`config.mk`:
```
export PLATFORM = sky130hd
export DESIGN_NAME = instr_fetch_seq_flat
export DESIGN_NICKNAME = d
export VERILOG_FILES = /design/src/rtl/instr_fetch_seq_pkg.sv /design/src/rtl/instr_fetch_seq_if.sv /design/src/rtl/instr_fetch_seq_pc_counter.sv /design/src/rtl/instr_fetch_seq.sv /design/src/flat_wrapper.sv
export SDC_FILE = /design/constraint.sdc
export NUM_CORES = 1
export LEC_CHECK = 0
export ABC_AREA = 1
export CAP_MARGIN = 20
export CORE_MARGIN = 2
export CORE_UTILIZATION = 41
export CTS_CLUSTER_SIZE = 28
export DETAILED_ROUTE_END_ITERATION = 16
export PLACE_DENSITY = 0.78
export SLEW_MARGIN = 10
export SYNTH_ARGS = -nofsm -noshare
export SYNTH_HDL_FRONTEND = slang
export SYNTH_SLANG_ARGS = --single-unit
```
`constraint.sdc`:
```
create_clock -name clk -period 1.2 [get_ports clk]
set_clock_uncertainty 0.05 [all_clocks]
set_input_delay 0.24 -clock clk [delete_from_list [all_inputs] [get_ports clk]]
set_output_delay 0.24 -clock clk [all_outputs]
set_load 0.05 [all_outputs]
```
`src/rtl/instr_fetch_seq_pkg.sv`:
```
// Shared types and constants for the instruction fetch/sequence stage.
// Holds the FSM state encoding, the ROM class-select codes and the default halt opcode.
// Optional single-step build: INSTR_FETCH_SINGLE_STEP_EN (used by the top level only).
package instr_fetch_seq_pkg;

  typedef enum logic [2:0] {
    ST_IDLE   = 3'd0,
    ST_FETCH  = 3'd1,
    ST_LOAD   = 3'd2,
    ST_EXEC   = 3'd3,
    ST_HALTED = 3'd4
  } state_t;

  localparam logic [1:0] EN_IDLE = 2'b00;
  localparam logic [1:0] EN_REG  = 2'b01;
  localparam logic [1:0] EN_IMM  = 2'b10;

  localparam logic [7:0] HALT_OPC_DEFAULT = 8'h7F;

  // Bit 7 of the instruction picks the ROM: immediate class when set, register/ALU otherwise.
  function automatic logic [1:0] en_class(input logic [7:0] ir);
    return ir[7] ? EN_IMM : EN_REG;
  endfunction

endpackage

```
`src/rtl/instr_fetch_seq_if.sv`:
```
// Program-memory read port plus the instruction/class-select bus to the microcode ROMs.
// Memory data returns one cycle after mem_rd; ROM outputs are combinational from the sequencer.
// No backpressure: the ROMs and memory are assumed to accept every cycle.
interface instr_fetch_seq_if #(
  parameter int ADDR_W = 4
);

  logic [ADDR_W-1:0] mem_addr;
  logic              mem_rd;
  logic [7:0]        mem_data;
  logic [7:0]        instr;
  logic [1:0]        en;
  logic              instr_done;

  modport master (
    output mem_addr,
    output mem_rd,
    input  mem_data,
    output instr,
    output en,
    output instr_done
  );

  modport slave (
    input  mem_addr,
    input  mem_rd,
    output mem_data,
    input  instr,
    input  en,
    input  instr_done
  );

endinterface

```
`src/rtl/instr_fetch_seq_pc_counter.sv`:
```
// Program counter register with increment enable; wraps naturally at 2^ADDR_W.
// Latency: the incremented value appears the cycle after inc is sampled high.
// No backpressure; synchronous active-low reset clears it to zero.
module pc_counter #(
  parameter int ADDR_W = 4
) (
  input  logic              clk,
  input  logic              rst_n,
  input  logic              inc,
  output logic [ADDR_W-1:0] pc
);

  // Advance by one on request; the top address rolls over to zero by width truncation.
  always_ff @(posedge clk) begin
    if (!rst_n) begin
      pc <= '0;
    end else if (inc) begin
      pc <= pc + 1'b1;
    end
  end

endmodule

```
`src/rtl/instr_fetch_seq.sv`:
```
// Fetch/sequence stage: reads instructions at pc, latches IR, drives en for EXEC_CYCLES, then advances pc.
// Latency: 2+EXEC_CYCLES cycles per instruction; first en 3 cycles after run rises in IDLE.
// No backpressure; run gates new fetches only. Optional step gating via INSTR_FETCH_SINGLE_STEP_EN.
module instr_fetch_seq
  import instr_fetch_seq_pkg::*;
#(
  parameter int         ADDR_W      = 4,
  parameter int         EXEC_CYCLES = 2,
  parameter logic [7:0] HALT_OPC    = HALT_OPC_DEFAULT
) (
  input  logic                  clk,
  input  logic                  rst_n,
  input  logic                  run,
`ifdef INSTR_FETCH_SINGLE_STEP_EN
  input  logic                  step,
  input  logic                  step_mode,
`endif
  instr_fetch_seq_if.master     bus,
  output logic [ADDR_W-1:0]     pc,
  output logic                  halted
);

  localparam int CNT_W = (EXEC_CYCLES > 1) ? $clog2(EXEC_CYCLES) : 1;
  localparam logic [CNT_W-1:0] CNT_LAST = CNT_W'(EXEC_CYCLES - 1);

  state_t           state;
  state_t           state_nxt;
  logic [7:0]       ir;
  logic [CNT_W-1:0] cnt;
  logic             pc_inc;
  logic             mem_rd;
  logic [1:0]       en;
  logic             instr_done;
  logic             go;
  logic             single;

`ifdef INSTR_FETCH_SINGLE_STEP_EN
  // In step mode an IDLE visit is left only on a step cycle, and every instruction returns to IDLE.
  assign go     = run && (!step_mode || step);
  assign single = step_mode;
`else
  assign go     = run;
  assign single = 1'b0;
`endif

  pc_counter #(.ADDR_W(ADDR_W)) u_pc (
    .clk   (clk),
    .rst_n (rst_n),
    .inc   (pc_inc),
    .pc    (pc)
  );

  // State register, instruction register and execute-window counter.
  always_ff @(posedge clk) begin
    if (!rst_n) begin
      state <= ST_IDLE;
      ir    <= '0;
      cnt   <= '0;
    end else begin
      state <= state_nxt;
      if (state == ST_LOAD) begin
        ir  <= bus.mem_data;
        cnt <= '0;
      end else if (state == ST_EXEC) begin
        cnt <= cnt + 1'b1;
      end
    end
  end

  // Next-state decode and per-state strobes; pc only moves on the final execute cycle.
  always_comb begin
    state_nxt  = state;
    mem_rd     = 1'b0;
    en         = EN_IDLE;
    instr_done = 1'b0;
    pc_inc     = 1'b0;
    case (state)
      ST_IDLE: begin
        if (go) state_nxt = ST_FETCH;
      end
      ST_FETCH: begin
        mem_rd    = 1'b1;
        state_nxt = ST_LOAD;
      end
      ST_LOAD: begin
        state_nxt = (bus.mem_data == HALT_OPC) ? ST_HALTED : ST_EXEC;
      end
      ST_EXEC: begin
        en = en_class(ir);
        if (cnt == CNT_LAST) begin
          instr_done = 1'b1;
          pc_inc     = 1'b1;
          state_nxt  = (run && !single) ? ST_FETCH : ST_IDLE;
        end
      end
      ST_HALTED: begin
        state_nxt = ST_HALTED;
      end
      default: begin
        state_nxt = ST_IDLE;
      end
    endcase
  end

  assign bus.mem_addr   = pc;
  assign bus.mem_rd     = mem_rd;
  assign bus.instr      = ir;
  assign bus.en         = en;
  assign bus.instr_done = instr_done;
  assign halted         = (state == ST_HALTED);

endmodule
```
`src/flat_wrapper.sv`:
```
// flat-port wrapper written by rule: the top's interface ports become plain ports
module instr_fetch_seq_flat import instr_fetch_seq_pkg::*;
#(
  parameter int         ADDR_W      = 4,
  parameter int         EXEC_CYCLES = 2,
  parameter logic [7:0] HALT_OPC    = HALT_OPC_DEFAULT
)
  (clk, rst_n, run, pc, halted, bus_mem_addr, bus_mem_rd, bus_mem_data, bus_instr, bus_en, bus_instr_done);
  instr_fetch_seq_if #(.ADDR_W(ADDR_W)) bus_i ();
  input  logic clk;
  input  logic rst_n;
  input  logic run;
  output logic [ADDR_W-1:0] pc;
  output logic halted;
  output wire logic [$bits(bus_i.mem_addr)-1:0] bus_mem_addr;
  output wire logic [$bits(bus_i.mem_rd)-1:0] bus_mem_rd;
  input wire logic [$bits(bus_i.mem_data)-1:0] bus_mem_data;
  output wire logic [$bits(bus_i.instr)-1:0] bus_instr;
  output wire logic [$bits(bus_i.en)-1:0] bus_en;
  output wire logic [$bits(bus_i.instr_done)-1:0] bus_instr_done;
  assign bus_mem_addr = bus_i.mem_addr;
  assign bus_mem_rd = bus_i.mem_rd;
  assign bus_i.mem_data = bus_mem_data;
  assign bus_instr = bus_i.instr;
  assign bus_en = bus_i.en;
  assign bus_instr_done = bus_i.instr_done;
  instr_fetch_seq #(.ADDR_W(ADDR_W), .EXEC_CYCLES(EXEC_CYCLES), .HALT_OPC(HALT_OPC)) u_core (.clk(clk), .rst_n(rst_n), .run(run), .bus(bus_i), .pc(pc), .halted(halted));
endmodule
```
# [After elaboration in Yosys (flattened, before gate mapping)]
# Cells that the tools add are included.
[op_classes] add_sub_neg=2 eq_ne=7 mux=10 bitwise_logic=1 reduce_logical=3
[op_table] operator="$pmux W3 S5" count=1
[op_table] operator="$mux W3" count=3
[op_table] operator="$eq A8 B7 Y1 const B" count=1
[op_table] operator="$eq A3 B2 Y1 const B" count=2
[op_table] operator="$add A4 B1 Y4 const B" count=1
[op_table] operator="$mux W1" count=4
[op_table] operator="$mux W2" count=2
[op_table] operator="$eq A3 B1 Y1 const B" count=1
[op_table] operator="$eq A3 B3 Y1 const B" count=1
[op_table] operator="$logic_not A3 Y1" count=1
[op_table] operator="$ne A2 B1 Y1 const B" count=1
[op_table] operator="$ne A2 B2 Y1 const B" count=1
[op_table] operator="$reduce_and A2 Y1" count=1
[op_table] operator="$reduce_or A2 Y1" count=1
[op_table] operator="$add A1 B1 Y1 const B" count=1
[op_table] operator="$not A1 Y1" count=1
[totals] register_bits=16 in_bits=11 elab_cells=27

# [Depth between registers and ports, before layout]
[logic_depth] depth_word=3 mapped_depth=8

# [Hierarchy]
# From an unflattened synthesis, not the netlist that was laid out.
[unflattened] cells_unflattened=107 hier_area_um2=754.5
[by_module_without_submodules] module="instr_fetch_seq" n_inst=1 cells_per_inst=85 area_each_um2=588.1 seq_area_each_um2=240.2
[by_module_without_submodules] module="pc_counter" n_inst=1 cells_per_inst=22 area_each_um2=166.4 seq_area_each_um2=80.1

# [Worst setup path before layout]
# No wires, ideal clock.
[synth_timing] path_type="flip-flop to flip-flop" startpoint="register u_core.state[0]" endpoint="register u_core.state[1]" arrival_time_ns=1.854 required_ns=1.094 slack_ns=-0.761 stages_incl_launch_ff=6 n_path_buf=0 period_less_slack_ns=1.961 path_cell_list="dfxtp_1 > inv_1 > nor3_1 > nand3b_1 > nand2_1 > inv_1"
[synth_via] elab_chain_len=3 word_cells_on_any_way=9 classes_between="eq/ne (6); mux (1); reduce/logical (2)"
[synth_lines] element="start, declared" line="instr_fetch_seq.sv:26" rtl="state_t state;"
[synth_lines] element="start signal, assigned" line="instr_fetch_seq.sv:60" rtl="state <= state_nxt;"
[synth_lines] element="$eq A3 B2 Y1 / $logic_not A3 Y1 (equally long branches)" line="instr_fetch_seq.sv:77" rtl="case (state)"
[synth_lines] element="$ne A2 B1 Y1 (no line) / $ne A2 B2 Y1 (equally long branches)"
[synth_lines] element="$reduce_and A2 Y1 (no line)"
# Several ways; a longest one is shown, not always the timed one.
# A chain may end at the register's enable or synchronous reset.

# [Worst setup path after layout]
[layout_timing] startpoint="register u_core.state[2]" endpoint="output port bus_instr_done"
[layout_via] elab_chain_len=2
[layout_lines] element="$eq A3 B2 Y1" line="instr_fetch_seq.sv:77"
[layout_lines] element="$mux W1" line="instr_fetch_seq.sv:77"
[layout_lines] element="end, declared" line="flat_wrapper.sv:20" rtl="output wire logic [$bits(bus_i.instr_done)-1:0] bus_instr_done;"
# Every way passes these cells.

==> summary.md <==
| Metric | Value |
|---|---|
| Status | finished with violations |
| Failing checks | setup timing |
| Total track usage | 0.251 |
| Total CTS buffers | 3 |
| Initial Util | 0.440 |
| Setup TNS | -4.16 ns |
| RR Startpoint | u_core.state[2] |
| Clock transition at path regs | 0.11 ns |
| Max-slew violation count | 0 |
| Worst-margin pin slew | 0.260 ns |
| Crit-path max FO | 7 |
| Rel. slew slack | 0.826 |
| First-pass GRT wire length | 3.77 mm |
| DIE AREA | 2210 um2 |
| Power per standard cell area | 2140 nW/um2 |
| Synth top area share | 0.422 |
| Routed Antenna Nets | 0 |
| Layout cells sized above 1 | 0.542 |
| Overall power | 3.52 mW |
| Seq cells post-synth | 16 |
| Ant diodes | 0 |
| Die H | 47.0 um |
| Commonest non-fill, non-tap cells in the layout | 22 x buf_12, 17 x nor2_1, 15 x buf_4 |
| Via/cell ratio | 5.67 |
| Leak pwr | 0.679 nW |
| Via count | 1010 |
| Hold Path Stages | 2 |
| Crit path kind | register to output port |
| Mapped Nets | 113 |
| Hpwl dp | 1.72 mm |
| CTS root buffer | clkbuf_4 |
| Gate Count Post-Synth | 101 |
| Final hold viol count | 0 |
| Time the worst path needs with I/O delays and setup | 1.58 ns |
| PnR worst setup slack | -0.379 ns |
| Nets | 166 |
| Maximum VDD drop | 2.27 mV |
| Finished Layout Cells | 178 |
| Post-route cell area | 1640 um2 |
| Ranking of synthesized cells by area | dfxtp_1 42%, nor2_1 10%, o21ai_0 6.6% |
| Fin crit share | 1.32 |
| I/O pins | 32 |
| RePlAce Congestion | 0.749 |
| Die W | 47.0 um |
| Floorplan row count | 15 |
| Required @ worst endpoint | 0.91 ns |
| Count of input and output buffers | 31 |
| Drt pass-1 iters | 4 |
| Final setup fails | 21 |
| Worst Hold Class | register to register |
| RSZ-0062 raised after global routing | true |
| CTS Buffer Depth | 2 |
| Hold_sp | u_core.cnt |
| Fmax | 633 MHz |
| Fillers | 44 |
| Post-synth cell types | 23 |
| Sequential area share after synthesis | 0.422 |
| Area after DPL | 1410 um2 |
| H-Tree Depth | 1 |
| Largest area contributor in the netlist | dfxtp_1 |
| Area growth syn-to-layout | 116% |
| Worst-Skew Late Latency | 0.31 ns |
| Mapped cell area | 759 um2 |
| R2R Setup Slk | -0.30 ns |
| DRT iter0 DRCs | 46 |
| Sink Count | 16 |
| Drt total wl | 3.69 mm |
| Critical path arrival | 1.29 ns |
| CP Capture Type | output port |
| Core ar. | 1730 um2 |
| R2R Path End | u_core.state[0] |
| Endpoint, Worst Hold | u_core.cnt |
| Vias in the first global route | 960 |
| Residual DRC | 0 |
| Max-capacitance violation count | 0 |
| Routed len/inst | 20.7 um |
| CTS tree | built |
| Largest net degree at the start of global routing | 12 |
| Remaining Overflow, GRT | 0 |
| Startpoint types | register |
| FF-to-FF path depth | 10 |
| Cells after DPL | 161 |
| Post-synthesis average cell area | 7.52 um2 |
| Commonest non-fill, non-tap cell in the layout | buf_12 |
| Antenna violations before repair | 0 |
| Post-Place Setup Slack | -0.198 ns |
| Synth warn | 0 |
flip-flops by register name, summed over array words and instances (netlist names):
name / count
u_core.u_pc.pc: 4
u_core.bus.instr: 8
u_core.cnt: 1
u_core.state: 3
Yosys cell counts (all sizes together):
library cell	count
nand2	14
buf	5
nand3	3
nand3b	1
dfxtp	16
xnor2	1
nand4	2
nor3	3
nor2	23
o21ai	10
and3	1
inv	12
ha	1
clkbuf	1
o21a	2
a21oi	6
through the flow:
stage / hold WS [ns] / util
global placement: 0.406 / 0.818
CTS: 0.428 / 0.874
floorplan: 0.321 / -
finish: 0.507 / 0.952
detailed placement: 0.413 / 0.818
global route: 0.518 / 0.952
where the power goes:
| group | leakage (nW) | switching, mW | total [mW] | internal [mW] |
|---|---|---|---|---|
| Clock | 0.0210 | 0.207 | 0.392 | 0.186 |
| Sequential | 0.136 | 0.221 | 0.909 | 0.688 |
| Combinational | 0.522 | 1.17 | 2.22 | 1.04 |
cells by family (layout without fill, tap and decap cells):
group,count (synthesis),count (layout),share of synthesized area
DFF,16,16,0.422
xor gates and xnor gates,1,1,0.0115
AOI/OAI and AO/OA,18,18,0.135
adders and majority gates,1,1,0.0165
and+or+nand+nor,47,47,0.297
buffers and inverters,18,70,0.119
cell type report:
class	count	area [um2]	share of cell area
inverter	12	55.1	0.0335
sequential	16	345	0.210
multi-input combinational	67	444	0.270
timing repair buffer	54	732	0.445
clock buffer	4	36.3	0.0221
tap	25	31.3	0.0190
routing by layer:
layer | wire [um] | vias up | track usage
met5 | 0 | - | 0
met4 | 227 | 0 | 0.183
met3 | 287 | 31 | 0.0692
met2 | 1920 | 86 | 0.441
met1 | 1260 | 468 | 0.252
li1 | - | 425 | -
worst max-delay path, stage by stage (launching register included):
cell     delay, ns
dfxtp_4       0.38
inv_6         0.07
nand3_4       0.10
nor2_4        0.25
buf_12        0.17
worst max path at each step:
stage | start | endpoint | slack (ns) | cells after the start
after global placement | bus_mem_data[3] | u_core.state[1] | -0.16 | 8
after CTS | u_core.state[2] | bus_instr_done | -0.32 | 4
after global routing | u_core.state[2] | bus_instr_done | -0.40 | 4
after detailed placement | bus_mem_data[0] | u_core.state[1] | -0.20 | 8
after floorplan | u_core.state[2] | u_core.u_pc.pc[2] | -0.11 | 5
final | u_core.state[2] | bus_instr_done | -0.38 | 4
what timing repair did:
action                     in CTS  in global routing
hold buffers                    0                  0
gates resized for setup         8                 30
pin swaps                       3                 11
gates cloned                    0                  1
buffers inserted                6                  7
setup endpoints to repair       9                 24
Power figures use the tool's default switching activity.
